--- src/rtl/tutorial_aula_cpu_oci_dct_ctrl.sv ---
// tutorial_aula_cpu_oci_dct_ctrl
// Sequencer for the OCI data-capture-trace buffer. It packs ENTRY_W-bit trace
// entries into a DEPTH-entry shift buffer, with the newest entry at the LSBs.
// The packed word is drained to a valid/ready sink when any of these happens:
// the buffer fills, the idle timeout expires, or test_ending is raised.
//
// Ports
//   clk, reset_n              clock, synchronous active-low reset
//   trc_valid/trc_data/trc_ready   trace entry input handshake
//   test_ending               level request for a final flush, then stop
//   out_valid/out_ready       packed word handshake to the sink
//   out_buffer/out_count      packed word and its number of valid entries
//   dct_buffer/dct_count      live view of the internal buffer and count
//   test_has_ended            sticky flag, set once the final drain is complete
//
// state | meaning
// FILL  | accepting entries, timeout timer running while count>0
// DRAIN | packed word presented on out_*, waiting for out_ready
// DONE  | final drain complete; everything frozen until reset
module tutorial_aula_cpu_oci_dct_ctrl #(
  parameter int ENTRY_W = 3,
  parameter int DEPTH   = 10,
  parameter int CNT_W   = 4,
  parameter int TIMEOUT = 16
) (
  input  logic                     clk,
  input  logic                     reset_n,
  input  logic                     trc_valid,
  input  logic [ENTRY_W-1:0]       trc_data,
  output logic                     trc_ready,
  input  logic                     test_ending,
  output logic                     out_valid,
  input  logic                     out_ready,
  output logic [ENTRY_W*DEPTH-1:0] out_buffer,
  output logic [CNT_W-1:0]         out_count,
  output logic [ENTRY_W*DEPTH-1:0] dct_buffer,
  output logic [CNT_W-1:0]         dct_count,
  output logic                     test_has_ended
);

  localparam int BUF_W = ENTRY_W * DEPTH;
  localparam int TMR_W = (TIMEOUT > 0) ? $clog2(TIMEOUT + 1) : 1;

  typedef enum logic [1:0] {
    FILL  = 2'd0,
    DRAIN = 2'd1,
    DONE  = 2'd2
  } state_t;

  state_t             state;
  logic [BUF_W-1:0]   buf_q;
  logic [CNT_W-1:0]   count_q;
  logic [TMR_W-1:0]   timer_q;
  logic               ending_q;

  logic               accept;
  logic               fills_up;
  logic               timeout_hit;
  logic [BUF_W-1:0]   buf_shift;
  logic [CNT_W-1:0]   count_inc;

  assign trc_ready  = (state == FILL);
  assign accept     = trc_valid & trc_ready;
  assign buf_shift  = {buf_q[BUF_W-ENTRY_W-1:0], trc_data};
  assign count_inc  = count_q + CNT_W'(1);
  assign fills_up   = (count_q == CNT_W'(DEPTH - 1));
  // The timer only ever counts while entries are pending, so the count
  // check here is purely defensive.
  assign timeout_hit = (TIMEOUT > 0) && (count_q != '0) &&
                       (timer_q == TMR_W'(TIMEOUT));

  // The output word is the internal buffer itself. It is frozen in DRAIN
  // because no accepts can happen there.
  assign out_buffer = buf_q;
  assign out_count  = count_q;
  assign dct_buffer = buf_q;
  assign dct_count  = count_q;

  always_ff @(posedge clk) begin
    if (!reset_n) begin
      state          <= FILL;
      buf_q          <= '0;
      count_q        <= '0;
      timer_q        <= '0;
      ending_q       <= 1'b0;
      out_valid      <= 1'b0;
      test_has_ended <= 1'b0;
    end else begin
      case (state)
        FILL: begin
          if (test_ending) ending_q <= 1'b1;

          if (accept) begin
            buf_q   <= buf_shift;
            count_q <= count_inc;
            timer_q <= '0;
          end else if ((TIMEOUT > 0) && (count_q != '0) && !timeout_hit) begin
            timer_q <= timer_q + TMR_W'(1);
          end

          // An accept restarts the idle window. So the timeout can only
          // fire on a cycle with no accept.
          if (accept && fills_up) begin
            state     <= DRAIN;
            out_valid <= 1'b1;
          end else if (test_ending) begin
            if (accept || (count_q != '0)) begin
              state     <= DRAIN;
              out_valid <= 1'b1;
            end else begin
              state          <= DONE;
              test_has_ended <= 1'b1;
            end
          end else if (!accept && timeout_hit) begin
            state     <= DRAIN;
            out_valid <= 1'b1;
          end
        end

        DRAIN: begin
          if (test_ending) ending_q <= 1'b1;
          if (out_ready) begin
            buf_q     <= '0;
            count_q   <= '0;
            timer_q   <= '0;
            out_valid <= 1'b0;
            // A test_ending that arrives on the handshake cycle itself
            // still counts as the final drain.
            if (ending_q || test_ending) begin
              state          <= DONE;
              test_has_ended <= 1'b1;
            end else begin
              state <= FILL;
            end
          end
        end

        DONE: ;

        default: begin
          state     <= FILL;
          out_valid <= 1'b0;
        end
      endcase
    end
  end

endmodule
--- config.mk ---
export PLATFORM = sky130hd
export DESIGN_NAME = tutorial_aula_cpu_oci_dct_ctrl
export DESIGN_NICKNAME = d
export VERILOG_FILES = /design/src/rtl/tutorial_aula_cpu_oci_dct_ctrl.sv
export SDC_FILE = /design/constraint.sdc
export NUM_CORES = 1
export LEC_CHECK = 0
export ABC_AREA = 1
export BUFFER_PORTS_ARGS = -buffer_cell sky130_fd_sc_hd__buf_4
export CAP_MARGIN = 20
export CORE_UTILIZATION = 53
export DETAILED_ROUTE_END_ITERATION = 6
export GPL_TIMING_DRIVEN = 1
export PLACE_DENSITY = 0.85
export SLEW_MARGIN = 20
export SYNTH_ARGS = -nofsm -noshare
export SYNTH_HDL_FRONTEND = slang
export SYNTH_SLANG_ARGS = --single-unit
export TNS_END_PERCENT = 50
--- constraint.sdc ---
create_clock -name clk -period 5 [get_ports clk]
set_clock_uncertainty 0.2 [all_clocks]
set_input_delay 0.25 -clock clk [delete_from_list [all_inputs] [get_ports clk]]
set_output_delay 0.25 -clock clk [all_outputs]
set_load 0.01 [all_outputs]
==> impl_results.md, run 1 <==
- Congestion Overflow GR: 0
- Maximum number of pins on one net before global-route repair: 40
- Worst IR drop on VDD: 233 uV
- Critical Path Sink Type: flop
- Power per standard cell area: 410 nW/um^2
- Synthesized area per cell: 7.75 um^2
- Sum of negative setup slack: 0 ns
- Chip Width: 66.2 um
- Mux cell area share after synthesis: 0%
- Net switching power figure: 0.446 mW
- Cell chosen for the clock root: clkbuf_8
- Number of cells traversed by the worst hold path: 3
- RSZ-0062 raised after global routing: false
- Run status: finished clean
- All-layer global routing usage: 22.2%
- Final Total Pwr: 1.06 mW
- IO Port Bufs: 78
- Global-route wire length before repair: 7400 um
- DR vias: 1937
- First-pass iteration count of the detailed router: 4
- Vias per std cell: 5.24
- Vias in the first global route: 1670
- Source of the worst hold timing path: trc_data[0]
- Post-Synth XOR/XNOR Area: 0%
- Share of the core filled with cells in the final layout: 68.4%
- Initial Util: 57.5%
- Core area: 3800 um^2
- Initial DRC count: 88
- Buffers from clock root to sink, at most: 2
- Most common cell after layout, fill and taps aside: buf_4
- CTS tree: yes
- Clk slew on worst S/H paths: 0.08 ns
- Worst reg-to-reg setup slack: 3.17 ns
- Number of DRC violations after detailed routing: 0
- Peak clock frequency supported by timing: 546 MHz
- Count of warnings emitted by yosys: 0
- Vertical die dimension: 66.2 um
- Final cycle utilization of the critical path: 36.6%
- Post-CTS Hold Fix Bufs: 0
- Crit path max-delay cell type: inv_1
- Post-synth net total: 295
- Cells resized by post-CTS repair: 0
- Worst Setup Slack, final: 3.17 ns
- Final Wtd Congestion: 0.852
- Sequential Power Share: 40.0%
- Relative max-transition margin: 49.1%
- Total setup violations reported at the end of the flow: 0
- Number of synthesized flops with an enable pin: 0
- Fraction of the mapped netlist area in compound gates: 11.3%
- Count of unique library cells instantiated by Yosys: 24
- Design area: 2600 um^2
- Layout Cells excl Fill: 370
- Yosys top cell area share: 40.3%
- P_int: 0.618 mW
- Floorplan die area: 4380 um^2
- FF+latch count, synth: 44
- Clock latency on the worst-skew pair: 0.30 ns
- Leakage power figure: 1.12 nW
- Worst-path cell chain: nor2_4, inv_1, nand3_1, a21oi_1
- CP max FO: 25
- Top flip-flop cell by instance count after synthesis: dfxtp_1
- Share of flip-flops with an asynchronous set or reset: 0%
- Post-Route WL: 4710 um
- Clock Power Share: 20.3%
- Share of synthesized cell area in full adder, half adder and majority cells: 2.86%
- Pins Over Slew Limit: 0
- Logic gate share of total power: 39.7%
- Placed wire-length estimate: 3160 um
- Share of cells above drive strength 1: 30.1%
- Number of instances in the synthesized netlist: 282
- Hold WS: 0.0124 ns
- Number of H-tree levels: 2
- Leading cell types in the layout, fill and taps excluded: buf_4, nand2_1, dfxtp_1
- Layout area overhead: 18.9%
- Final hold violation count: 0
- Largest area contributor in the synthesized netlist: dfxtp_1
- Antenna diode count: 0
- Antenna violations before repair: 0
- Top cells by area, synth: dfxtp_1, buf_4, nand2_1, a21oi_1, nand3_1
- Required time at the worst-slack endpoint: 5.03 ns
- DP Cell Count: 362
- WL/cell: 12.7 um
- Antenna-violating nets left: 0
- Part of the Yosys area used for sequential elements: 40.3%
- Clock buffer count from CTS: 5
- Hold-critical path endpoint: dct_buffer[0]
- Reg-to-reg critical path endpoint: dct_buffer[4]
- Site Rows: 22
- Switch share: 41.9%
- Minimum period implied by the final worst setup slack: 1.83 ns
- Post-synthesis share of cell area spent on and, or, nand and nor gates: 26.6%
- HP Class: in2reg
- Num ports: 79
- Setup slack at placement: 3.06 ns
- Setup fix buffers added after clock tree synthesis: 0
- CP arrival: 1.86 ns
- Max-cap check violation count: 0
- Slew of the pin with the lowest slew margin: 0.763 ns
- Main combinational cell family by area after synthesis: simple AND/OR/NAND/NOR gates
- Length in cells of the worst reg-to-reg path: 4
- Kind of launch point of the worst setup path: flop
- Placement Cell Area: 2490 um^2
- Startpoint of the worst register-to-register path: state[1]
- Post-Synthesis Cell Area: 2180 um^2
- Biggest cell delay along the critical path: 0.57 ns
- Number of sinks handled by clock tree synthesis: 44
- Final net count: 335
- Type of the worst setup path: reg2reg
## critical path: cells and delay by family, from the launching register on
| kind | cells | cell delay, ns |
|---|---|---|
| compound gates | 1 | 0.17 |
| buf+inv | 1 | 0.57 |
| flops | 1 | 0.51 |
| simple gates | 2 | 0.30 |
## worst max-delay path by stage
stage | start | to | slack, ns
6_report | state[1] | dct_buffer[4] | 3.17
5_1_grt | dct_count[1] | timer_q[3] | 3.07
4_1_cts | state[1] | dct_buffer[4] | 3.17
3_5_place_dp | reset_n | timer_q[0] | 3.06
3_3_place_gp | reset_n | timer_q[0] | 3.12
2_1_floorplan | dct_count[0] | timer_q[3] | 3.34
## registers in the layout, summed over array words and instances (netlist names)
signal,flops
timer_q,5
dct_count,4
dct_buffer,30
test_has_ended,1
state,2
out_valid,1
ending_q,1
## per-layer routing
metal | up-vias | track usage [%] | wire [um]
li1 | 965 | - | -
met1 | 892 | 26.3 | 2040
met2 | 75 | 38.6 | 2290
met3 | 5 | 5.86 | 315
met4 | 0 | 6.91 | 57
met5 | - | 0 | 0
## power by group through the flow
stage / registers (mW) / logic (mW) / clock network (mW)
after detailed placement: 0.435 / 0.417 / 0
after floorplan: 0.435 / 0.354 / 0
final: 0.426 / 0.422 / 0.216
after global placement: 0.432 / 0.412 / 0
after global routing: 0.432 / 0.463 / 0.240
after CTS: 0.426 / 0.418 / 0.219
## Yosys cell counts, types with 2 or more instances
cell type,n
nand2_1,57
dfxtp_1,44
a21oi_1,42
buf_4,39
nand3_1,37
inv_1,14
nor2_1,14
ha_1,5
nor3_1,5
clkbuf_1,4
buf_6,3
o21ai_0,3
nand2_4,2
nand2_8,2
nor2_4,2
## kinds of logic (layout without fill, tap and decap cells)
logic type                 Yosys count  count (layout)
AOI/OAI and AO/OA                   48              48
adders and majority gates            5               5
buffers and inverters               63             103
DFF                                 44              44
and+or+nand+nor                    122             122
## cell type report
cell class | instances | area [um^2]
fillers | 342 | 1200
multi-input cells | 175 | 891
flip-flops and latches | 44 | 881
repair buffers | 79 | 613
inverters | 17 | 71.3
clock buffers | 5 | 68.8
well taps | 48 | 60.1
clock inverters | 2 | 12.5
Note: power is estimated with default switching activity, not from simulation.
==> run 2, diff against run 1 <==
Settings changed: CORE_UTILIZATION 53 to 44, PLACE_DENSITY 0.85 to 0.75.
Clock period 5 ns to 1.6 ns, I/O delays scaled along.
==> run 2 against run 1 <==
Against the previous run: sequential share of layout area is 3.4 points lower; routed wire length grew 9.8%; critical path type unchanged; sequential power grew to 3.1 times the previous value; non-clock buffer count rose by 22; global-route usage shrank 3.2 points; critical path depth grew 6; cell area up 12%; die area up 20%.
==> impl_results.md, run 2 (same netlist as run 1, synthesis figures left out) <==
- Layout fillers: 443
- Site Rows: 25
- Placed wire-length estimate: 3420 um
- Peak clock frequency supported by timing: 637 MHz
- Number of H-tree levels: 2
- Footprint of the multi-input gates: 941 um^2
- Area taken by flip-flops and latches: 887 um^2
- Clock latency on the worst-skew pair: 0.30 ns
- Leading cell types in the layout, fill and taps excluded: buf_4, nand2_1, a21oi_1
- Minimum period implied by the final worst setup slack: 1.57 ns
- Source of the worst hold timing path: test_has_ended
- Core area: 4750 um^2
- Pins Over Slew Limit: 0
- Switch share: 39.0%
- Crit path max-delay cell type: dfxtp_2
- CTS tree: yes
- Hold WS: 0.262 ns
- Initial Util: 45.9%
- Layout Cells excl Fill: 412
- Num ports: 79
- Length in cells of the worst reg-to-reg path: 10
- Cell chosen for the clock root: clkbuf_8
- Critical Path Sink Type: flop
- Final cycle utilization of the critical path: 98.2%
- Source of the critical timing path: timer_q[1]
- Logic gate share of total power: 43.6%
- Sequential Power Share: 33.4%
- Number of DRC violations after detailed routing: 0
- Leakage power figure: 1.26 nW
- Worst IR drop on VDD: 688 uV
- P_int: 2.42 mW
- Vertical die dimension: 72.5 um
- Final Wtd Congestion: 0.840
- DR vias: 2019
- Initial DRC count: 105
- Worst-path cell chain: inv_1, ha_2, nand2_2, o211ai_1, buf_4, nand2_4, nand2_4, nand2_1, nand2_1, nor2_2
- Kind of launch point of the worst setup path: flop
- CP arrival: 1.57 ns
- Global-route wire length before repair: 7780 um
- All-layer global routing usage: 18.9%
- CP max FO: 6
- Antenna-violating nets left: 0
- Hold-critical path endpoint: test_has_ended
- Number of flip-flops in the largest register: 30
- Vias per std cell: 4.90
- Layout area overhead: 33.0%
- RSZ-0062 raised after global routing: true
- Power per standard cell area: 1360 nW/um^2
- Relative max-transition margin: 78.2%
- Type of the worst setup path: reg2reg
- Slew of the pin with the lowest slew margin: 0.324 ns
- Run status: finished clean
- First-pass iteration count of the detailed router: 4
- Floorplan die area: 5250 um^2
- Final hold violation count: 0
- Startpoint of the worst register-to-register path: timer_q[1]
- Share of the core filled with cells in the final layout: 61.1%
- Biggest cell delay along the critical path: 0.33 ns
- Buffers from clock root to sink, at most: 2
- Number of sinks handled by clock tree synthesis: 44
- Total setup violations reported at the end of the flow: 0
- Required time at the worst-slack endpoint: 1.60 ns
- Clock buffer count from CTS: 5
- DP Cell Count: 395
- Antenna violations before repair: 0
- Congestion Overflow GR: 0
- Final net count: 357
- Worst Setup Slack, final: 0.0294 ns
- IO Port Bufs: 78
- Most common cell after layout, fill and taps aside: buf_4
- Net switching power figure: 1.55 mW
- Clk slew on worst S/H paths: 0.09 ns
- Vias in the first global route: 1711
- HP Class: reg2reg
- Worst reg-to-reg setup slack: 0.03 ns
- Maximum number of pins on one net before global-route repair: 29
- Antenna diode count: 0
- Number of cells traversed by the worst hold path: 2
- Post-Route WL: 5170 um
- Setup slack at placement: 0.0486 ns
- Share of cells above drive strength 1: 38.3%
- Final Total Pwr: 3.96 mW
- Clock Power Share: 23.0%
- WL/cell: 12.6 um
- Chip Width: 72.5 um
- Max-cap check violation count: 0
- Reg-to-reg critical path endpoint: timer_q[3]
run 2: worst max-delay path by stage:
stage | to | slack [ns]
after floorplan | timer_q[3] | 0.03
after global placement | timer_q[3] | 0.08
after detailed placement | timer_q[3] | 0.05
after CTS | timer_q[3] | 0.009
after global routing | test_has_ended | -0.04
final | timer_q[3] | 0.03
run 2: area by class of cell:
cell class / instances / share of cell area [%]
Multi-Input combinational cell: 175 / 32.4
Timing Repair Buffer: 101 / 27.6
Sequential cell: 44 / 30.5
Tap cell: 67 / 2.89
Clock buffer: 6 / 2.84
Clock inverter: 2 / 1.34
Inverter: 17 / 2.45
run 2: routing by layer:
layer  track usage (%)  up-vias  routed length (um)
met1              24.5      927                2230
met4              5.45        0                  55
li1                  -     1013                   -
met2              31.2       71                2630
met5                 0        -                   0
met3              5.00        8                 257
run 2: what timing repair did:
| item | CTS | global route |
|---|---|---|
| buffers inserted | 0 | 2 |
| endpoints found under the setup margin | 0 | 34 |
| hold buffers | 7 | 0 |
| gates resized for setup | 0 | 19 |
| endpoints found under the hold margin | 9 | 0 |
run 2: metrics by stage:
stage          area [um^2]  TNS, ns
4_1_cts               2840        0
6_report              2910        0
5_1_grt               2910   -0.123
3_5_place_dp          2650        0
3_3_place_gp          2650        0
2_1_floorplan         2190        0
run 2: power groups by stage:
stage	Sequential [mW]	Clock, mW	Combinational, mW
finish	1.32	0.913	1.73
global route	1.34	0.973	1.87
CTS	1.31	0.919	1.60
detailed placement	1.34	0	1.59
global placement	1.33	0	1.56
floorplan	1.36	0	1.11
run 2: critical path, delay by kind of cell, from the launching register on:
family          cells  cell delay [ns]
flops               1             0.33
compound gates      1             0.18
fa+ha+maj           1             0.18
buf+inv             2             0.24
simple gates        6             0.34
==> run 3, diff against run 2 <==
Clock period 1.6 ns to 1.4 ns, I/O delays scaled along.
==> run 3 against run 2 <==
Against the previous run: the run now ends with negative setup slack left; critical path type unchanged; sequential cell count stayed put; sequential power increased by 17%; largest cell class unchanged; core utilization increased by 12 points; die area is the same; power rose by 47%; non-clock buffer count up 27; clock power up 16%; highest routed layer unchanged.
==> impl_results.md, run 3 (same netlist as run 1, synthesis figures left out) <==
- Final hold violation count: 0
- Global-route wire length before repair: 9270 um
- Worst-path cell chain: inv_1, nand3_4, o211ai_1, buf_4, nand2_4, nand2_4, nand2_2, nand2_2, nor2_2
- Number of buffer and inverter instances along the worst setup path: 2
- Layout fillers: 358
- Antenna diode count: 0
- Run status: finished with violations
- Initial DRC count: 145
- Site Rows: 25
- Footprint of the multi-input gates: 1140 um^2
- Worst Setup Slack, final: -0.166 ns
- Failing checks: negative setup slack
- Cell family with most CP delay: simple AND/OR/NAND/NOR gates
- Minimum period implied by the final worst setup slack: 1.57 ns
- Sum of negative setup slack: -2.54 ns
- RSZ-0062 raised after global routing: true
- HP Class: in2reg
- Chip Width: 72.5 um
- Area taken by flip-flops and latches: 898 um^2
- Peak clock frequency supported by timing: 639 MHz
- Floorplan die area: 5250 um^2
- Vias per std cell: 5.06
- Relative max-transition margin: 74.4%
- Layout Cells excl Fill: 439
- Final cycle utilization of the critical path: 112%
- Number of sinks handled by clock tree synthesis: 44
- CP arrival: 1.57 ns
- Final net count: 384
- Final Total Pwr: 5.83 mW
- Congestion Overflow GR: 0
- CTS tree: yes
- Maximum number of pins on one net before global-route repair: 31
- Post-Route WL: 6420 um
- Pins Over Slew Limit: 0
- Layout area overhead: 58.0%
- Required time at the worst-slack endpoint: 1.41 ns
- Initial Util: 45.9%
- Core area: 4750 um^2
- Final Wtd Congestion: 0.821
- CP max FO: 6
- DR vias: 2220
- Leakage power figure: 1.49 nW
- Buffers from clock root to sink, at most: 2
- Power per standard cell area: 1690 nW/um^2
- Max-cap check violation count: 0
- Biggest cell delay along the critical path: 0.32 ns
- Type of the worst setup path: reg2reg
- Clock buffer count from CTS: 5
- Share of cells above drive strength 1: 55.1%
- All-layer global routing usage: 23.0%
- Total setup violations reported at the end of the flow: 42
- Critical Path Sink Type: flop
- Slew of the pin with the lowest slew margin: 0.384 ns
- Cell chosen for the clock root: clkbuf_8
- WL/cell: 14.6 um
- First-pass iteration count of the detailed router: 5
- Crit path max-delay cell type: dfxtp_1
- IO Port Bufs: 78
- Number of flip-flops in the largest register: 30
- DP Cell Count: 412
- Most common cell after layout, fill and taps aside: buf_4
- Clk slew on worst S/H paths: 0.09 ns
- Num ports: 79
- Worst IR drop on VDD: 818 uV
- Kind of launch point of the worst setup path: flop
- Vias in the first global route: 1984
- Leading cell types in the layout, fill and taps excluded: buf_4, dfxtp_1, nand2_1
- Vertical die dimension: 72.5 um
- Number of H-tree levels: 2
- Number of DRC violations after detailed routing: 0
- Clock latency on the worst-skew pair: 0.31 ns
- Placed wire-length estimate: 3650 um
- Antenna-violating nets left: 0
- Antenna violations before repair: 0
run 3: layer usage:
layer	track usage [%]	wire length [um]	vias up
li1	-	-	1069
met5	0	0	-
met3	5.00	305	11
met1	27.8	2540	1059
met4	14.2	141	0
met2	37.1	3430	81
run 3: layout make-up:
cell class,count,share of cell area [%]
well taps,67,2.43
flip-flops and latches,44,26.0
multi-input cells,175,33.2
clock buffers,6,2.39
clock inverters,2,1.12
repair buffers,128,32.1
inverters,17,2.72
run 3: power by group:
group          switching [mW]  internal [mW]
registers               0.141           1.40
clock network           0.472          0.584
logic                    1.65           1.58
total                    2.26           3.57
run 3: per-stage QoR:
step / hold slack [ns] / setup WS, ns / area, um^2 / util [%]
3_3_place_gp: 0.141 / -0.182 / 2840 / 59.8
3_5_place_dp: 0.146 / -0.255 / 2840 / 59.8
4_1_cts: 0.0193 / -0.0729 / 3180 / 66.8
6_report: 0.0515 / -0.166 / 3450 / 72.6
2_1_floorplan: -0.00156 / -0.120 / 2220 / -
5_1_grt: 0.0611 / -0.255 / 3450 / 72.6
run 3: final timing paths:
path | start | to | slack, ns | cells past startpoint
worst max-delay path | dct_count[2] | timer_q[3] | -0.17 | 9
worst min-delay path | out_ready | dct_count[3] | 0.05 | 5
worst max register to register | dct_count[2] | timer_q[3] | -0.17 | 9
worst min register to register | test_has_ended | test_has_ended | 0.26 | 2
run 3: worst register-to-register path, cell delays in order, from the launching register on:
cell	delay, ns
dfxtp_1	0.32
inv_1	0.22
nand3_4	0.14
o211ai_1	0.11
buf_4	0.18
nand2_4	0.09
nand2_4	0.07
nand2_2	0.05
nand2_2	0.05
nor2_2	0.03
run 3: repair_timing:
item / in CTS / in global routing
endpoints found under the hold margin: 10 / 0
resized for setup: 20 / 64
gates cloned: 1 / 1
pin swaps: 8 / 14
buffers inserted: 8 / 4
endpoints found under the setup margin: 43 / 43
hold buffers: 6 / 0
